--- src/rtl/mem_pkt_writer.sv ---
// -----------------------------------------------------------------------------
// mem_pkt_writer
//   Reads a destination pointer from a descriptor in memory, then streams one
//   packet (header word + payload words) from the rx interface into memory at
//   that destination. A status word {1, err, 14'b0, len} is written back just
//   after the descriptor. Payloads longer than MAX_WORDS are consumed but not
//   stored (err=1).
//
// Ports
//   clock, reset      : rising-edge clock, synchronous active-high reset
//   start, desc_addr  : transfer request (sampled in IDLE) and descriptor addr
//   busy, done        : not-idle flag, one-cycle completion pulse
//   rx_data/valid/ready : incoming packet word stream (valid/ready handshake)
//   addr_in, data_in, wb_in : memory request (wb_in 0 = read, F = write)
//   data_out          : memory read data, one cycle after the read address
// -----------------------------------------------------------------------------
module mem_pkt_writer #(
    parameter int MEMORY_BUS_WIDTH = 32,   // only 32 is supported
    parameter int MAX_WORDS        = 1024
) (
    input  logic                        clock,
    input  logic                        reset,
    input  logic                        start,
    input  logic [MEMORY_BUS_WIDTH-1:0] desc_addr,
    output logic                        busy,
    output logic                        done,
    input  logic [MEMORY_BUS_WIDTH-1:0] rx_data,
    input  logic                        rx_valid,
    output logic                        rx_ready,
    output logic [MEMORY_BUS_WIDTH-1:0] addr_in,
    output logic [MEMORY_BUS_WIDTH-1:0] data_in,
    output logic [3:0]                  wb_in,
    input  logic [MEMORY_BUS_WIDTH-1:0] data_out
);

    typedef enum logic [2:0] {
        S_IDLE, S_DESC_RD, S_DESC_WAIT, S_HDR, S_PAYLOAD, S_DROP, S_STATUS, S_DONE
    } state_t;

    state_t                      r_state;
    logic [MEMORY_BUS_WIDTH-1:0] r_desc;
    logic [MEMORY_BUS_WIDTH-1:0] r_dest;
    logic [15:0]                 r_len;
    logic [15:0]                 r_cnt;   // payload words already taken
    logic                        r_err;

    logic                        w_hs;
    logic [15:0]                 w_hdr_len;
    logic                        w_last;

    // Gating with reset keeps the reset cycle itself free of handshakes and
    // writes, so an aborted transfer leaves no trace in memory.
    assign rx_ready  = !reset && (r_state == S_HDR || r_state == S_PAYLOAD ||
                                  r_state == S_DROP);
    assign w_hs      = rx_valid && rx_ready;
    assign w_hdr_len = rx_data[15:0];
    assign w_last    = (r_cnt == r_len - 16'd1);

    assign busy = (r_state != S_IDLE);
    assign done = !reset && (r_state == S_DONE);

    // Memory request is combinational so a write lands in the handshake cycle.
    always_comb begin
        addr_in = '0;
        data_in = '0;
        wb_in   = 4'h0;
        if (!reset) begin
            case (r_state)
                S_DESC_RD: addr_in = r_desc;
                S_HDR: if (w_hs) begin
                    addr_in = r_dest;
                    data_in = rx_data;
                    wb_in   = 4'hF;
                end
                S_PAYLOAD: if (w_hs) begin
                    // k-th word (k = r_cnt+1) goes to dest + 4k, wrapping mod 2^32
                    addr_in = r_dest + (({16'b0, r_cnt} + 32'd1) << 2);
                    data_in = rx_data;
                    wb_in   = 4'hF;
                end
                S_STATUS: begin
                    addr_in = r_desc + 32'd4;
                    data_in = {1'b1, r_err, 14'b0, r_len};
                    wb_in   = 4'hF;
                end
                default: ;
            endcase
        end
    end

    always_ff @(posedge clock) begin
        if (reset) begin
            r_state <= S_IDLE;
            r_desc  <= '0;
            r_dest  <= '0;
            r_len   <= '0;
            r_cnt   <= '0;
            r_err   <= 1'b0;
        end else begin
            case (r_state)
                S_IDLE: if (start) begin
                    r_desc  <= desc_addr;
                    r_err   <= 1'b0;
                    r_cnt   <= '0;
                    r_state <= S_DESC_RD;
                end
                S_DESC_RD:   r_state <= S_DESC_WAIT;
                S_DESC_WAIT: begin
                    r_dest  <= data_out & 32'hFFFF_FFFC;
                    r_state <= S_HDR;
                end
                S_HDR: if (w_hs) begin
                    r_len <= w_hdr_len;
                    r_cnt <= '0;
                    if (w_hdr_len == 16'd0)
                        r_state <= S_STATUS;
                    else if ({16'b0, w_hdr_len} > 32'(MAX_WORDS)) begin
                        r_err   <= 1'b1;
                        r_state <= S_DROP;
                    end else
                        r_state <= S_PAYLOAD;
                end
                S_PAYLOAD, S_DROP: if (w_hs) begin
                    if (w_last) r_state <= S_STATUS;
                    else        r_cnt   <= r_cnt + 16'd1;
                end
                S_STATUS: r_state <= S_DONE;
                S_DONE:   r_state <= S_IDLE;
                default:  r_state <= S_IDLE;
            endcase
        end
    end

endmodule
--- config.mk ---
export PLATFORM = sky130hd
export DESIGN_NAME = mem_pkt_writer
export DESIGN_NICKNAME = d
export VERILOG_FILES = /design/src/rtl/mem_pkt_writer.sv
export SDC_FILE = /design/constraint.sdc
export NUM_CORES = 1
export LEC_CHECK = 0
export ABC_AREA = 1
export BUFFER_PORTS_ARGS = -buffer_cell sky130_fd_sc_hd__buf_2
export CORE_MARGIN = 5
export CORE_UTILIZATION = 45
export DETAILED_ROUTE_END_ITERATION = 10
export PLACE_DENSITY = 0.77
export SYNTH_ARGS = -nofsm -noshare
export SYNTH_HDL_FRONTEND = slang
export SYNTH_SLANG_ARGS = --single-unit
--- constraint.sdc ---
create_clock -name clock -period 2.9 [get_ports clock]
set_input_delay 0.29 -clock clock [delete_from_list [all_inputs] [get_ports clock]]
set_output_delay 0.29 -clock clock [all_outputs]
set_load 0.05 [all_outputs]
==> results_dict.tcl <==
set metrics [dict create \
    status "finished with violations" \
    violations "setup timing" \
    clock_path_buffers 2 \
    cts_tree "built" \
    slew_headroom_pct 54.39 \
    num_rows 50 \
    critPathMaxFanout 4 \
    setup_viol 28 \
    nNetsFinal 1813 \
    period_minus_slack_ns 3.713 \
    cts.sinks 98 \
    vdd_drop_max_mv 0.4209 \
    rsz0062_at_grt "true" \
    yosysSeqAreaShare_pct 23.40 \
    startpoint_type "register" \
    die-area_mm2 0.02146 \
    dr.pass1.iters 7 \
    final_antenna_net_count 0 \
    worst_slack_ns -0.8129 \
    dp_hpwl_um 24130 \
    io_buffers 168 \
    clk_pin_slew_ns 0.07 \
    final_layout_size_suffix_gt1_share_pct 35.32 \
    area_growth_pct 46.98 \
    synth-edff-count 0 \
    power_leakage_uw 0.005585 \
    min_path_type "in -> reg" \
    synth_area_mm2 0.008384 \
    cts_root_buffer "clkbuf_16" \
    worstPathRequired_ns 2.61 \
    skew_ns 0.007583 \
    overflow 0 \
    dpl_cell_area_mm2 0.01066 \
    start_util_pct 45.28 \
    cp_data_arrival_time_ns 3.42 \
    fmax_mhz 269.3 \
    endpoint_kind "primary output" \
    synthCells 1402 \
    finalCoreUtilization_pct 66.55 \
    power.density_mw_per_mm2 805.1 \
    crit_type "reg -> out" \
    cts-buffers-inserted 9 \
    grt_max_degree 65 \
    layout_commonest_cell "nand2_1" \
    io_pins 171 \
    grt_pass1_vias 10040 \
    wire_per_inst_um 17.15 \
    antenna_cells 0 \
    antenna_found_initial 0 \
    track_usage_pct 28.39 \
    finalWirelength_um 33100 \
    postSynth.asyncResetShare_pct 0 \
    yosysWarnings 0 \
    layout_common_cells "265 x nand2_1, 187 x inv_1, 172 x buf_4" \
    layout.cells.non_filler 1930 \
    core_mm2 0.01852 \
    tightest_slew_ns 0.6842 \
    drc 0 \
    cap_violations 0 \
    clkLatencyLatePin_ns 0.37 \
    period_share_pct 128.0 \
    ys_ff_latch 98 \
    grt_first_pass_wirelength_um 50020 \
    dp_cells 1879 \
    num_vias 10780 \
    avgSynthCellArea_um2 5.980 \
    die_w_um 146.5 \
    setup_tns_ns -17.90 \
    slew_viol_final 0 \
    routed_via_density 5.585 \
    hold_viol 0 \
    syn-num-nets 1524 \
    chipHeight_um 146.5 \
    synth_cell_types 51 \
    final_area_mm2 0.01232 \
    drtIter0Drc 824 \
    synth_ff_type "dfxtp_1" \
    cts_max_level 3 \
    place_congestion 1.007 \
]
-- stage by stage --
step           setup WS (ns)  power [µW]  hold WS, ns
6_report             -0.8129        9921       0.1928
4_1_cts              -0.6975        9376       0.1900
3_5_place_dp         -0.6210        7430       0.4547
3_3_place_gp         -0.5325        7333       0.4416
2_1_floorplan        -0.1549        5441       0.4307
5_1_grt              -0.9498       10540       0.2008
-- final timing paths --
check	slack (ns)	from	cells after the start	end
min	0.19	rx_data[6]	3	r_len[6]
min reg2reg	0.47	r_desc[0]	2	r_desc[0]
max	-0.81	r_cnt[2]	20	addr_in[24]
max reg2reg	-0.16	r_cnt[1]	25	r_cnt[9]
-- logic make-up after synthesis --
logic type	after synthesis	synth area share, %
simple gates	677	36.95
fa+ha+maj	22	3.373
flops	98	23.40
buf+inv	278	13.67
compound gates	302	20.00
xor+xnor	25	2.612
-- state kept, by name, indices dropped and copies added (netlist names) --
register,count
r_cnt,16
r_desc,32
r_dest,30
r_err,1
r_len,16
r_state,3
-- cell usage after synthesis (12+ instances only) --
cell	number	area, µm²
xor2_1	16	140.1
o22ai_1	16	100.1
nor4_1	12	75.07
clkbuf_1	38	142.6
nand2_2	18	112.6
a22oi_1	17	127.6
nand4_1	40	250.2
a21oi_1	117	585.6
nor2_1	138	518.0
nand3_1	101	505.5
ha_1	21	262.8
nand2_1	300	1126
inv_1	202	758.2
nor3_1	22	110.1
o21ai_0	113	565.5
dfxtp_1	98	1962
-- worst max-delay path, stage by stage (launching register included) --
cell and delay (ns):
dfxtp_4 0.36, inv_2 0.06, nor3_4 0.24, nand2_2 0.09, nor2_4 0.16, buf_4 0.13, inv_1 0.03, nor2_2 0.15
xor2_2 0.31, ha_4 0.28, buf_4 0.15, nand2_4 0.07, buf_6 0.12, nor2_4 0.03, buf_4 0.12, nand4_1 0.09
nand3_1 0.08, nand2_1 0.08, nand3_2 0.13, a31oi_4 0.18, buf_6 0.18
-- timing repair --
| item | in CTS | in global routing |
|---|---|---|
| resized for setup | 176 | 124 |
| hold buffers | 0 | 0 |
| setup endpoints to repair | 51 | 64 |
| pin swaps | 51 | 71 |
| setup buffers | 27 | 8 |
-- power breakdown --
| part | switching [µW] | internal, µW | leakage, µW | total [µW] |
|---|---|---|---|---|
| Combinational | 3700 | 2630 | 0.00463 | 6330 |
| Clock | 590 | 695 | 0.000149 | 1290 |
| Sequential | 506 | 1800 | 0.000809 | 2300 |
| Total | 4800 | 5120 | 0.00559 | 9920 |
-- cell type report --
class / count / area [µm²]
clock buffers: 10 / 239.0
clock inverters: 6 / 65.06
fillers: 1570 / 6195
inverters: 219 / 852.1
multi-input cells: 1026 / 6464
flip-flops and latches: 98 / 1984
well taps: 234 / 292.8
repair buffers: 337 / 2426
-- routing by layer --
layer	vias to the layer above	global-route usage, %	part of all wire [%]
li1	5214	-	-
met1	4917	33.34	39
met2	509	48.23	48
met3	140	4.097	6.3
met4	0	18.53	7.1
met5	-	0	0
Power figures use the tool's default switching activity.
